<file path="src/rtl/fault_coverage_collector.sv">
// Sink for parallel stuck-at fault-simulator detect words: coverage masks, first-detect table, counts.
// Optional macro FAULT_COLLECT_EARLY_STOP_EN closes the session as soon as every fault is covered.
module fault_coverage_collector #(
   parameter int NUM_NETS = 8,
   parameter int VEC_W    = 4
) (
   input  logic                                CLK,
   input  logic                                RST,
   input  logic                                START,
   input  logic                                IN_VALID,
   output logic                                IN_READY,
   input  logic [VEC_W-1:0]                    IN_VECTOR,
   input  logic [NUM_NETS-1:0]                 IN_DETECT_SA0,
   input  logic [NUM_NETS-1:0]                 IN_DETECT_SA1,
   input  logic                                IN_LAST,
   output logic [NUM_NETS-1:0]                 COVERED_SA0,
   output logic [NUM_NETS-1:0]                 COVERED_SA1,
   output logic [$clog2(2*NUM_NETS+1)-1:0]     DET_COUNT,
   output logic [VEC_W:0]                      VEC_COUNT,
   output logic                                DONE,
   output logic                                FULL_COVERAGE,
   input  logic                                RD_EN,
   input  logic [$clog2(2*NUM_NETS):0]         RD_ADDR,
   output logic                                RD_VALID,
   output logic                                RD_DETECTED,
   output logic [VEC_W-1:0]                    RD_FIRST_VEC
);
   localparam int NF     = 2 * NUM_NETS;
   localparam int DET_W  = $clog2(2 * NUM_NETS + 1);
   localparam int ADDR_W = $clog2(2 * NUM_NETS) + 1;
   localparam int VCNT_W = VEC_W + 1;

   typedef enum logic [1:0] {ST_IDLE, ST_COLLECT, ST_DONE} state_t;

   state_t              state_q, state_d;
   logic [NUM_NETS-1:0] cov0_q, cov0_d, cov1_q, cov1_d;
   logic [NUM_NETS-1:0] newly0, newly1;
   logic [NF-1:0]       newAll, covAll;
   logic [DET_W-1:0]    det_q, det_d, newCount;
   logic [VCNT_W-1:0]   vec_q, vec_d;
   logic                full_q, full_d;
   logic [VEC_W-1:0]    firstVec_q [NF];
   logic                rdValid_q, rdDet_q;
   logic [VEC_W-1:0]    rdFirst_q;
   logic                inReady, accept;

   assign inReady = (state_q == ST_COLLECT) && !START;
   assign accept  = IN_VALID && inReady;
   assign newly0  = IN_DETECT_SA0 & ~cov0_q;
   assign newly1  = IN_DETECT_SA1 & ~cov1_q;
   assign newAll  = {newly1, newly0};
   assign covAll  = {cov1_q, cov0_q};

   always_comb begin
      state_d  = state_q;
      cov0_d   = cov0_q;
      cov1_d   = cov1_q;
      det_d    = det_q;
      vec_d    = vec_q;
      full_d   = full_q;
      newCount = '0;
      for (int j = 0; j < NUM_NETS; j++) begin
         newCount = newCount + DET_W'(newly0[j]) + DET_W'(newly1[j]);
      end
      // START wins over a same-cycle beat; that beat is simply never accepted.
      if (START) begin
         cov0_d  = '0;
         cov1_d  = '0;
         det_d   = '0;
         vec_d   = '0;
         full_d  = 1'b0;
         state_d = ST_COLLECT;
      end else if (accept) begin
         cov0_d = cov0_q | IN_DETECT_SA0;
         cov1_d = cov1_q | IN_DETECT_SA1;
         det_d  = det_q + newCount;
         if (vec_q != {VCNT_W{1'b1}}) begin
            vec_d = vec_q + VCNT_W'(1);
         end
         full_d = (det_d == DET_W'(NF));
`ifdef FAULT_COLLECT_EARLY_STOP_EN
         if (IN_LAST || full_d) begin
            state_d = ST_DONE;
         end
`else
         if (IN_LAST) begin
            state_d = ST_DONE;
         end
`endif
      end
   end

   always_ff @(posedge CLK) begin
      if (RST) begin
         state_q <= ST_IDLE;
         cov0_q  <= '0;
         cov1_q  <= '0;
         det_q   <= '0;
         vec_q   <= '0;
         full_q  <= 1'b0;
      end else begin
         state_q <= state_d;
         cov0_q  <= cov0_d;
         cov1_q  <= cov1_d;
         det_q   <= det_d;
         vec_q   <= vec_d;
         full_q  <= full_d;
      end
   end

   // Only faults newly detected by this beat capture the vector; earlier entries are preserved.
   always_ff @(posedge CLK) begin
      for (int f = 0; f < NF; f++) begin
         if (RST || START) begin
            firstVec_q[f] <= '0;
         end else if (accept && newAll[f]) begin
            firstVec_q[f] <= IN_VECTOR;
         end
      end
   end

   // Reads see the registered state, so a read alongside an update returns pre-update data.
   always_ff @(posedge CLK) begin
      if (RST) begin
         rdValid_q <= 1'b0;
         rdDet_q   <= 1'b0;
         rdFirst_q <= '0;
      end else begin
         rdValid_q <= RD_EN;
         if (RD_EN) begin
            rdDet_q   <= 1'b0;
            rdFirst_q <= '0;
            for (int f = 0; f < NF; f++) begin
               if (RD_ADDR == ADDR_W'(f)) begin
                  rdDet_q   <= covAll[f];
                  rdFirst_q <= firstVec_q[f];
               end
            end
         end
      end
   end

   assign IN_READY      = inReady;
   assign COVERED_SA0   = cov0_q;
   assign COVERED_SA1   = cov1_q;
   assign DET_COUNT     = det_q;
   assign VEC_COUNT     = vec_q;
   assign DONE          = (state_q == ST_DONE);
   assign FULL_COVERAGE = full_q;
   assign RD_VALID      = rdValid_q;
   assign RD_DETECTED   = rdDet_q;
   assign RD_FIRST_VEC  = rdFirst_q;

endmodule

</file>
<file path="config.mk">
export PLATFORM = sky130hd
export DESIGN_NAME = fault_coverage_collector
export DESIGN_NICKNAME = d
export VERILOG_FILES = /design/src/rtl/fault_coverage_collector.sv
export SDC_FILE = /design/constraint.sdc
export NUM_CORES = 1
export LEC_CHECK = 0
export BUFFER_PORTS_ARGS = -buffer_cell sky130_fd_sc_hd__buf_2
export CORE_MARGIN = 1.5
export CORE_UTILIZATION = 48
export CTS_CLUSTER_SIZE = 24
export DETAILED_ROUTE_END_ITERATION = 16
export PLACE_DENSITY = 0.66
export SETUP_SLACK_MARGIN = 0.05
export SYNTH_ARGS = -nofsm -noshare
export SYNTH_HDL_FRONTEND = slang
export SYNTH_SLANG_ARGS = --single-unit
</file>
<file path="constraint.sdc">
create_clock -name CLK -period 7 [get_ports CLK]
set_clock_uncertainty 0.2 [all_clocks]
set_input_delay 1.4 -clock CLK [delete_from_list [all_inputs] [get_ports CLK]]
set_output_delay 1.4 -clock CLK [all_outputs]
set_load 0.03 [all_outputs]
</file>
# Yosys cells after proc, flatten, opt, wreduce, memory -nomap -nowiden
# Memory sizes are Yosys's and may differ from the RTL's.
# Index checks and enable logic that the tools add are counted.
[totals]
regBits = 35
latch_bits = 0
mem_bits_rw = 64
romBits = 0
in_bits = 31
wordCells = 197
memories = 1
[classes]
n_addsub = 17
mul = 0
div_mod_pow = 0
n_lt_le_gt_ge = 0
eq_ne = 19
shift = 0
muxes = 101
bitwise = 22
reduce_logical = 27
[memory_table]
columns = ["memory", "words", "width", "read_ports", "rd_clocked_by_memory_dff", "write_ports", "line_no", "source"]
rows = [
  ["firstVec_q", 16, 4, 16, 0, 16, "42", "logic [VEC_W-1:0] firstVec_q [NF];"],
]
[op_table]
columns = ["operator", "n"]
rows = [
  ["two-way mux 4 bit", 32],
  ["two-way mux 1 bit", 69],
  ["adder 5 x 1 -> 5 bit", 11],
  ["== test 5 x 4 -> 1 bit (second input constant)", 8],
  ["== test 5 x 3 -> 1 bit (second input constant)", 4],
  ["logical AND 1 bit", 18],
  ["AND 8 bit", 2],
  ["inverter 8 bit", 2],
  ["OR 1 bit", 16],
  ["OR 8 bit", 2],
  ["== test 5 x 2 -> 1 bit (second input constant)", 2],
  ["AND reduction 2 bit", 3],
  ["adder 4 x 1 -> 5 bit", 1],
  ["adder 5 x 1 -> 5 bit (second input constant)", 1],
  ["adder 5 bit", 1],
  ["== test 5 x 1 -> 1 bit (second input constant)", 1],
  ["== test 5 bit (second input constant)", 1],
  ["logical NOT 5 bit", 1],
  ["inequality test 5 bit (second input constant)", 1],
  ["adder 3 x 1 -> 4 bit", 1],
  ["nonzero test 2 bit", 2],
  ["adder 2 x 1 -> 3 bit", 1],
  ["adder 1 x 1 -> 2 bit", 1],
  ["== test 2 x 1 -> 1 bit (second input constant)", 1],
  ["other kinds (4)", 4],
]

# Depth between registers and ports, before layout
# Gate-level depths: netlist of run 1.
[logic_depth]
depth_word = 19
ltp_mapped = 16
ltp_nobuf = 16

# Least setup slack after synthesis of run 1
# No wires, ideal clock.
[synth_path]
path_type = "input port to flip-flop"
start = "input IN_DETECT_SA0[0]"
end = "register det_q[4], in the netlist DET_COUNT[4]"
arrival_time_ps = 5318
t_required_ps = 6684
setup_slack_ps = 1365
cell_stages = 15
path_cell_list = "nand2b_1 > inv_1 > fa_1 > inv_1 > fa_1 > fa_1 > inv_1 > fa_1 > fa_1 > fa_1 > a21o_1 > a21oi_1 > xnor2_1 > a21oi_1 > a31o_2"
[synth_via]
elab_chain_len = 17
[synth_lines]
columns = ["element", "line_no", "source"]
rows = [
  ["start, declared", "13", "input logic [NUM_NETS-1:0] IN_DETECT_SA0,"],
  ["AND 8 bit", "49", "assign newly0 = IN_DETECT_SA0 & ~cov0_q;"],
  ["adder 1 x 1 -> 2 bit", "63", "newCount = newCount + DET_W'(newly0[j]) + DET_W'(newly1[j]);"],
  ["adder 2 x 1 -> 3 bit", "63", ""],
  ["adder 3 x 1 -> 4 bit", "63", ""],
  ["adder 4 x 1 -> 5 bit", "63", ""],
  ["adder 5 x 1 -> 5 bit (11 in a row)", "63", ""],
  ["adder 5 bit", "76", "det_d = det_q + newCount;"],
  ["end signal, assigned", "105", "det_q <= det_d;"],
  ["end, declared", "39", "logic [DET_W-1:0] det_q, det_d, newCount;"],
]
# No other way between the ends.
# A chain may end at the register's enable or synchronous reset.

# Worst setup path after layout of run 1
# Ends and elaborated chain as after synthesis.

==> impl_metrics.py, run 1 <==
metrics = {
    "placed_design": {
        "port_buffers": 65,
        "place.gp.congestion": 0.9338,
        "hpwl_microns": 9741,
    },
    "clock_tree": {
        "cts.clk_slew.worst_paths_ns": 0.09,
        "insertion_delay_ns": 0.38,
        "cts_resized": 0,
        "post_cts_buffers": 0,
        "hold_buffers": 0,
        "clock-sinks": 99,
        "clock-root-buffer": "clkbuf_8",
        "cts_buffers": 9,
        "htree_levels": 3,
        "cts_tree": "yes",
        "max-clock-path-buffers": 2,
    },
    "layout": {
        "area_growth_pct": 11.04,
        "regArea_sq_um": 2623,
        "drive_above_1_share_pct": 16.55,
        "final_core_util_pct": 54.78,
        "multi_input_area_sq_um": 2491,
        "fillers": 989,
        "diodes": 0,
        "num-nets-final": 627,
    },
    "global_route": {
        "grt_overflow_total": 0,
        "grt_max_degree": 43,
        "antenna_found_initial": 0,
        "track_usage_pct": 24.78,
        "grt_pass1_wl_microns": 21600,
        "grt_pass1_vias": 3960,
    },
    "critical_path": {
        "worstSetupStartpointType": "primary input",
        "critical_path_class": "in2reg",
        "arrival_ns": 5.62,
        "rr_endpoint": "DET_COUNT[4]",
        "worstPathRequired_ns": 7.07,
        "cp_slowest_stage_delay_ns": 0.54,
        "crit_chain": "buf_2 -> nand2b_1 -> inv_1 -> fa_1 -> inv_1 -> fa_1 -> fa_1 -> inv_1 -> fa_1 -> fa_1 -> fa_1 -> a21o_1 -> a21oi_1 -> xnor2_1 -> a21oi_1 -> a31o_2",
        "critical-path-top-delay-family": "adder cells",
        "cpMostUsedCell": "fa_1",
        "r2r_slack_ns": 2.11,
        "ff2ff_path_depth": 15,
        "critPathMaxFanout": 3,
        "r2r_start": "COVERED_SA0[0]",
        "path_buf_inv": 4,
        "critPathSlowestCell": "fa_1",
        "endpoint_kind": "flip-flop",
    },
    "sta": {
        "finalMaxSlewViolations": 0,
        "slew_headroom_pct": 38.64,
        "rsz0062_at_grt": "false",
        "max_freq_ghz": 0.1802,
        "final.period_utilization_pct": 79.29,
        "final.setup.tns_ns": 0,
        "setup_violations": 0,
        "timing.final.hold_violations": 0,
        "worst_pin_slew_ns": 0.9204,
        "period_needed_ns": 5.551,
    },
    "hold_path": {
        "hp-class": "reg2reg",
        "hold_end": "FULL_COVERAGE",
        "hold_depth": 2,
        "min_from": "FULL_COVERAGE",
    },
    "routing": {
        "drc": 0,
        "routedWlPerCell_microns": 18.98,
        "totalWireLength_microns": 13670,
        "dr_total_vias": 4147,
        "dr.pass1.iters": 5,
        "final_antenna_net_count": 0,
        "via_per_inst": 5.760,
        "drt_iter0_markers": 369,
    },
    "logic_synthesis": {
        "synth_ff_type": "edfxtp_1",
        "yosysSeqAreaShare_pct": 49.04,
        "syn-instance-count": 527,
        "ys_ff_latch": 99,
        "yosys_warnings": 0,
        "avgSynthCellArea_sq_um": 10.15,
        "synth_area_sq_um": 5348,
        "ys_types": 61,
        "syn-num-nets": 579,
        "synth_edf_count": 64,
        "synth_async_sr_flop_share_pct": 0,
    },
    "run": {
        "max_cap_violations": 0,
    },
    "floorplan": {
        "die_width_microns": 108.6,
        "core_sq_um": 10840,
        "initial_core_util_pct": 49.33,
        "die_y_microns": 108.6,
        "dieArea_sq_um": 11780,
        "placementRows": 38,
        "pin_count": 66,
    },
    "pwr": {
        "p_per_area_nw_per_um2": 217.7,
        "ir_worst_vdd_mv": 0.1173,
        "leakage_nw": 2.461,
    },
    "status": {
        "outcome": "finished, final reports clean",
    },
}
==> layout by cell type, fill, tap and decap left out, types with 3 or more instances in the layout <==
master | synthesis | layout
inv_1 | 25 | 25
fa_1 | 12 | 12
nor2_1 | 51 | 51
a21oi_1 | 42 | 42
nand2_1 | 21 | 21
ha_1 | 9 | 9
clkbuf_8 | 0 | 9
nand3b_1 | 4 | 4
buf_4 | 4 | 3
nor2b_1 | 6 | 6
o32a_1 | 3 | 3
edfxtp_1 | 64 | 64
a31oi_1 | 6 | 6
nand3_1 | 5 | 5
nand2b_1 | 25 | 25
mux2_2 | 5 | 5
and2_1 | 65 | 65
a221o_1 | 3 | 3
nor3_1 | 9 | 9
xnor2_1 | 5 | 5
nor3b_1 | 3 | 3
a221oi_1 | 3 | 3
buf_2 | 7 | 65
o21ai_0 | 29 | 29
o22ai_1 | 5 | 5
nand4_1 | 3 | 3
mux2i_1 | 9 | 9
o31ai_1 | 4 | 4
a211oi_1 | 5 | 5
a21o_1 | 3 | 3
dfxtp_1 | 35 | 35
==> kinds of logic after synthesis <==
| logic type | after synthesis | synth area share (%) |
|---|---|---|
| muxes | 15 | 3.159 |
| AOI/OAI and AO/OA | 118 | 13.83 |
| and+or+nand+nor | 209 | 21.57 |
| buffers and inverters | 58 | 4.656 |
| DFF | 99 | 49.04 |
| adders and majority gates | 21 | 6.598 |
| xor gates and xnor gates | 7 | 1.146 |
==> state kept, by name, summed over array words and instances, names as in the netlist <==
name	count
COVERED_SA0	8
VEC_COUNT	5
RD_VALID	1
RD_FIRST_VEC	4
firstVec_q	64
state_q	2
COVERED_SA1	8
RD_DETECTED	1
DET_COUNT	5
FULL_COVERAGE	1
==> where the power goes <==
group | internal, W | total (W) | switching [W] | leakage, nW
logic | 0.000101 | 0.000263 | 0.000162 | 1.36
registers | 0.000643 | 0.000653 | 0.0000101 | 0.998
clock network | 0.000157 | 0.000377 | 0.000220 | 0.101
==> metrics by stage <==
| step | worst slack [ns] | instance area (sq um) | std cells | hold WS (ns) | power (W) |
|---|---|---|---|---|---|
| 6_report | 1.449 | 5938 | 720 | 0.2836 | 0.001293 |
| 5_1_grt | 1.213 | 5938 | 720 | 0.3037 | 0.001355 |
| 4_1_cts | 1.455 | 5938 | 720 | 0.2904 | 0.001298 |
| 3_5_place_dp | 1.036 | 5738 | 704 | 0.2741 | 0.0009268 |
| 3_3_place_gp | 1.129 | 5738 | 704 | 0.2739 | 0.0009202 |
| 2_1_floorplan | 1.365 | 5348 | 527 | 0.2873 | 0.0008544 |
==> final cells by class <==
cell class	count	area share, %
Clock buffer	10	2.507
Clock inverter	6	0.8639
Inverter	27	1.707
Multi-Input combinational cell	370	41.95
Sequential cell	99	44.16
Tap cell	140	2.950
Timing Repair Buffer	68	5.858
==> routing by layer <==
layer  up-vias  routed length [microns]  track usage, %
met5         -                        0               0
met1      1979                     6046           34.15
met3        23                     1074           5.606
met2       189                     6356           38.95
met4         0                      187           7.613
li1       1956                        -               -
==> synth_stat cells (6+ instances only) <==
master	count	area [sq um]
nand2b_1	25	156.4
dfxtp_1	35	700.7
and2_1	65	406.6
nand2_1	21	78.83
mux2i_1	9	90.09
clkbuf_1	17	63.81
buf_2	7	35.03
nor3_1	9	45.04
a31oi_1	6	37.54
o21ai_0	29	145.1
nor2_1	51	191.4
ha_1	9	112.6
a21oi_1	42	210.2
edfxtp_1	64	1922
nor2b_1	6	37.54
inv_1	25	93.84
fa_1	12	240.2
==> worst min-delay path, delay by kind of cell, from the launching register on <==
family | cells | cell delay (ns)
AO/OA/AOI/OAI | 1 | 0.06
flip-flops | 1 | 0.33
AND/OR/NAND/NOR | 1 | 0.06
==> worst max path at each step <==
| stage | slack, ns | to | cells past startpoint | from |
|---|---|---|---|---|
| floorplan | 1.37 | DET_COUNT[4] | 15 | IN_DETECT_SA0[0] |
| global placement | 1.13 | DET_COUNT[4] | 16 | IN_DETECT_SA0[0] |
| detailed placement | 1.04 | DET_COUNT[4] | 16 | IN_DETECT_SA0[0] |
| CTS | 1.45 | DET_COUNT[4] | 16 | IN_DETECT_SA0[0] |
| global route | 1.21 | DET_COUNT[4] | 16 | IN_DETECT_SA0[0] |
| finish | 1.45 | DET_COUNT[4] | 16 | IN_DETECT_SA0[0] |
No activity file was read; power rests on OpenSTA's default activity.
==> run 2: changes to the inputs <==
Settings changed: ABC_AREA from default to 1.
Clock period 7 ns to 5.7 ns, I/O delays scaled along.
==> run 2 against run 1 <==
  * First-iteration DRC count fell by 30%
  * Worst setup slack got worse by 0.83 ns
  * Register-to-register slack got worse by 1.1 ns
  * Clock power rose by 20%
  * Count of clock-buffer cells in the layout rose by 3
  * Critical endpoint is now FULL_COVERAGE
==> impl_metrics.py, run 2 <==
metrics = {
    "status": {
        "outcome": "finished, final reports clean",
    },
    "logic_synthesis": {
        "synth_area_leaders": "edfxtp_1, dfxtp_1, nand2_1",
        "yosys.area.top_type": "edfxtp_1",
        "ys_types": 28,
        "synth_top_area_share_pct": 37.79,
        "avgSynthCellArea_sq_um": 8.505,
        "ys_ff_latch": 99,
        "syn-num-nets": 650,
        "synth_ff_type": "edfxtp_1",
        "synth_edf_count": 64,
        "synth_common_cells": "nand2_1, nor2_1, inv_1",
        "post-synth-top-count-cell": "nand2_1",
        "synth_async_sr_flop_share_pct": 0,
        "yosysSeqAreaShare_pct": 51.56,
        "syn-instance-count": 598,
        "yosys_warnings": 0,
        "synth_area_sq_um": 5086,
    },
    "floorplan": {
        "die_width_microns": 105.9,
        "pin_count": 66,
        "dieArea_sq_um": 11220,
        "die_y_microns": 105.9,
        "placementRows": 37,
        "core_sq_um": 10320,
        "initial_core_util_pct": 49.27,
    },
    "clock_tree": {
        "clock-root-buffer": "clkbuf_8",
        "clock-sinks": 99,
        "hold_buffers": 0,
        "cts_resized": 0,
        "post_cts_buffers": 0,
        "cts_buffers": 9,
        "cts_tree": "yes",
        "cts.clk_slew.worst_paths_ns": 0.09,
        "max-clock-path-buffers": 2,
        "htree_levels": 3,
        "insertion_delay_ns": 0.38,
    },
    "layout": {
        "final_common_cell": "nand2_1",
        "area_growth_pct": 12.47,
        "largest_reg_flops": 64,
        "final_cells": 800,
        "regMostFlops": "firstVec_q",
        "num-nets-final": 711,
        "drive_above_1_share_pct": 15.51,
        "most-common-layout-cells": "nand2_1, nor2_1, inv_1, buf_2, edfxtp_1",
        "diodes": 0,
        "fin_area_sq_um": 5720,
    },
    "global_route": {
        "antenna_found_initial": 1,
        "grt_pass1_wl_microns": 19530,
        "grt_max_degree": 38,
        "grt_overflow_total": 0,
        "track_usage_pct": 23.24,
        "grt_pass1_vias": 3959,
    },
    "sta": {
        "slew_headroom_pct": 27.77,
        "setup_violations": 0,
        "worst_pin_slew_ns": 1.082,
        "whs_ns": 0.2662,
        "rsz0062_at_grt": "false",
        "max_freq_ghz": 0.1969,
        "finalMaxSlewViolations": 0,
        "period_needed_ns": 5.080,
        "final.setup.tns_ns": 0,
        "final.period_utilization_pct": 89.12,
        "timing.final.hold_violations": 0,
    },
    "critical_path": {
        "critPathMaxFanout": 2,
        "worstSetupStartpointType": "primary input",
        "worstPathRequired_ns": 5.74,
        "critical_path_class": "in2reg",
        "endpoint_kind": "flip-flop",
        "arrival_ns": 5.12,
    },
    "routing": {
        "totalWireLength_microns": 12180,
        "dr.pass1.iters": 5,
        "drc": 0,
        "routedWlPerCell_microns": 15.23,
        "via_per_inst": 5.224,
        "dr_total_vias": 4179,
        "drt_iter0_markers": 260,
        "final_antenna_net_count": 0,
    },
    "run": {
        "max_cap_violations": 0,
    },
    "pwr": {
        "p_per_area_nw_per_um2": 267.1,
        "ir_worst_vdd_mv": 0.1216,
        "leakage_nw": 2.604,
        "finalPower_w": 0.001528,
    },
    "placed_design": {
        "dpl.cell_count": 784,
        "place.gp.congestion": 0.8761,
        "dpl_cell_area_sq_um": 5523,
        "hpwl_microns": 8968,
        "port_buffers": 65,
    },
    "hold_path": {
        "hp-class": "reg2reg",
    },
}
-- run 2: routing by layer --
layer,track usage [%],part of all wire [%],vias up
li1,-,-,2064
met1,31.02,43,1932
met2,37.06,46,162
met3,4.598,8.4,19
met4,10.04,2.1,2
met5,0,0.11,-
-- run 2: cell families (layout without fill, tap and decap cells) --
| logic type | Yosys count | in the layout | synth area share, % |
|---|---|---|---|
| adders and majority gates | 21 | 21 | 6.937 |
| DFF | 99 | 99 | 51.56 |
| AOI/OAI and AO/OA | 64 | 64 | 6.544 |
| buffers and inverters | 107 | 173 | 8.216 |
| xor gates and xnor gates | 3 | 3 | 0.5167 |
| and+or+nand+nor | 304 | 304 | 26.22 |
-- run 2: final cells by class --
type	count	area (sq um)
fillers	958	4603
flip-flops and latches	99	2623
multi-input cells	392	2048
repair buffers	68	347.8
inverters	89	334.1
clock buffers	13	180.2
well taps	136	170.2
clock inverters	3	17.52
-- run 2: metrics by stage --
| stage | util, % | worst slack (ns) |
|---|---|---|
| 3_3_place_gp | 53.50 | 0.3037 |
| 2_1_floorplan | - | 0.5974 |
| 3_5_place_dp | 53.50 | 0.2184 |
| 5_1_grt | 55.41 | 0.3893 |
| 6_report | 55.41 | 0.6201 |
| 4_1_cts | 55.41 | 0.6245 |
-- run 2: final timing paths --
kind / startpoint / end / slack, ns / depth (start not counted)
max: IN_DETECT_SA0[0] / FULL_COVERAGE / 0.62 / 17
max reg2reg: COVERED_SA1[2] / FULL_COVERAGE / 1.05 / 17
min reg2reg: RD_FIRST_VEC[2] / RD_FIRST_VEC[2] / 0.27 / 2
min: RD_FIRST_VEC[2] / RD_FIRST_VEC[2] / 0.27 / 2
-- run 2: worst max-delay path: stages --
cell     delay, ns
buf_2         0.10
inv_1         0.04
nor2_1        0.05
fa_1          0.52
inv_1         0.06
fa_1          0.51
fa_1          0.56
inv_1         0.06
fa_1          0.52
fa_1          0.47
fa_1          0.41
nand3_1       0.11
nand2_1       0.07
o21ai_0       0.26
nor3_1        0.08
a21oi_1       0.12
nor2_1        0.05
-- run 2: power breakdown --
group          switching, W  internal [W]
clock network      0.000242      0.000209
logic              0.000186     0.0000951
registers        0.00000875      0.000787
==> run 3: changes to the inputs <==
Clock period 5.7 ns to 5.15 ns, I/O delays scaled along.
==> run 3 against run 2 <==
  * Design area grew 1.0%
  * Register-to-register slack lost 0.46 ns
  * Combinational power grew 23%
  * Largest cell class unchanged
==> impl_metrics.py, run 3 (same netlist as run 2, synthesis figures left out) <==
metrics = {
    "routing": {
        "routedWlPerCell_microns": 15.69,
        "dr_total_vias": 4162,
        "drc": 0,
        "dr.pass1.iters": 5,
        "drt_iter0_markers": 199,
        "via_per_inst": 5.145,
        "totalWireLength_microns": 12690,
        "final_antenna_net_count": 0,
    },
    "floorplan": {
        "die_width_microns": 105.9,
        "placementRows": 37,
        "initial_core_util_pct": 49.27,
        "core_sq_um": 10320,
        "pin_count": 66,
        "dieArea_sq_um": 11220,
        "die_y_microns": 105.9,
    },
    "sta": {
        "whs_ns": 0.2726,
        "final.period_utilization_pct": 94.93,
        "period_needed_ns": 4.889,
        "slew_headroom_pct": 34.26,
        "rsz0062_at_grt": "false",
        "final.setup.tns_ns": 0,
        "finalMaxSlewViolations": 0,
        "max_freq_ghz": 0.2045,
        "setup_violations": 0,
        "timing.final.hold_violations": 0,
        "worst_pin_slew_ns": 0.9850,
    },
    "clock_tree": {
        "cts.clk_slew.worst_paths_ns": 0.09,
        "max-clock-path-buffers": 2,
        "cts_tree": "yes",
        "clock-sinks": 99,
        "insertion_delay_ns": 0.37,
        "htree_levels": 3,
        "cts_buffers": 9,
        "clock-root-buffer": "clkbuf_8",
    },
    "critical_path": {
        "critPathSlowestCell": "fa_1",
        "critical_path_class": "in2reg",
        "ff2ff_path_depth": 16,
        "rr_endpoint": "FULL_COVERAGE",
        "critical-path-top-delay-family": "adder cells",
        "cp_slowest_stage_delay_ns": 0.55,
        "r2r_start": "COVERED_SA0[0]",
        "worstPathRequired_ns": 5.26,
        "r2r_slack_ns": 0.59,
        "endpoint_kind": "flip-flop",
        "cpMostUsedCell": "fa_1",
        "worstSetupStartpointType": "primary input",
        "crit_chain": "buf_2 -> inv_1 -> nor2_1 -> fa_1 -> inv_1 -> fa_1 -> fa_1 -> inv_1 -> fa_1 -> fa_1 -> fa_2 -> nand3_1 -> nand2_1 -> a21oi_2 -> o21ai_2 -> nor3_2 -> a21oi_1 -> nor2_1",
        "arrival_ns": 5.00,
        "critPathMaxFanout": 2,
        "path_buf_inv": 4,
    },
    "layout": {
        "most-common-layout-cells": "nand2_1, nor2_1, inv_1, buf_2, edfxtp_1",
        "drive_above_1_share_pct": 16.94,
        "largest_reg_flops": 64,
        "final_cells": 809,
        "area_growth_pct": 13.63,
        "regMostFlops": "firstVec_q",
        "final_core_util_pct": 55.98,
        "num-nets-final": 720,
        "final_common_cell": "nand2_1",
        "diodes": 0,
    },
    "global_route": {
        "grt_pass1_vias": 4076,
        "grt_overflow_total": 0,
        "track_usage_pct": 24.19,
        "antenna_found_initial": 1,
        "grt_max_degree": 38,
        "grt_pass1_wl_microns": 20380,
    },
    "hold_path": {
        "hp-class": "reg2reg",
        "hold_depth": 2,
        "hold_end": "RD_DETECTED",
        "min_from": "RD_DETECTED",
    },
    "pwr": {
        "p_per_area_nw_per_um2": 292.8,
        "finalPower_w": 0.001692,
        "ir_worst_vdd_mv": 0.1556,
        "leakage_nw": 2.631,
    },
    "placed_design": {
        "place.gp.congestion": 0.8635,
        "port_buffers": 65,
        "dpl.cell_count": 793,
        "hpwl_microns": 9344,
    },
    "status": {
        "outcome": "finished, final reports clean",
    },
    "run": {
        "max_cap_violations": 0,
    },
}
[run 3: worst max path at each step]
stage	start	endpoint	slack, ns	cells after the start
finish	IN_DETECT_SA0[0]	FULL_COVERAGE	0.26	18
global route	IN_DETECT_SA1[2]	FULL_COVERAGE	0.05	18
CTS	IN_DETECT_SA0[0]	FULL_COVERAGE	0.22	17
detailed placement	IN_DETECT_SA0[0]	FULL_COVERAGE	-0.17	17
global placement	IN_DETECT_SA0[0]	FULL_COVERAGE	-0.13	17
floorplan	IN_DETECT_SA0[0]	FULL_COVERAGE	0.16	16
[run 3: per-layer routing]
layer,share of wire (%),vias to the layer above,GRT usage (%),routed length (microns)
li1,-,2084,-,-
met1,43,1905,32.19,5478
met2,47,147,38.59,5947
met3,7.5,24,4.721,955
met4,2.4,2,10.71,306
met5,0.055,-,0,7
[run 3: stage by stage]
stage / cell area, sq um / worst slack (ns)
floorplan: 5086 / 0.1574
global placement: 5590 / -0.1314
detailed placement: 5590 / -0.1687
CTS: 5764 / 0.2175
global route: 5779 / 0.05033
finish: 5779 / 0.2609
[run 3: where the power goes]
part	total, W	switching, W	internal, W
combinational	0.000345	0.000218	0.000127
clock	0.000467	0.000264	0.000203
sequential	0.000881	0.00000990	0.000871
[run 3: repair_timing]
item	4_1_cts	5_1_grt
buffers inserted	0	0
hold buffers	0	0
endpoints found under the setup margin	0	2
resized for setup	0	5
[run 3: final cells by class]
cell class	count	area, sq um
clock buffer	14	162.7
tap	136	170.2
timing repair buffer	77	415.4
sequential	99	2623
inverter	89	334.1
multi-input combinational	392	2063
fill	966	4544
clock inverter	2	11.26
[run 3: worst register-to-register path, stage by stage, from the launching register on]
cell     delay (ns)
dfxtp_1        0.42
nor2_1         0.11
fa_1           0.55
inv_1          0.07
fa_1           0.51
fa_1           0.55
inv_1          0.05
fa_1           0.51
fa_1           0.48
fa_2           0.37
nand3_1        0.09
nand2_1        0.09
a21oi_2        0.14
o21ai_2        0.08
nor3_2         0.15
a21oi_1        0.05
nor2_1         0.08
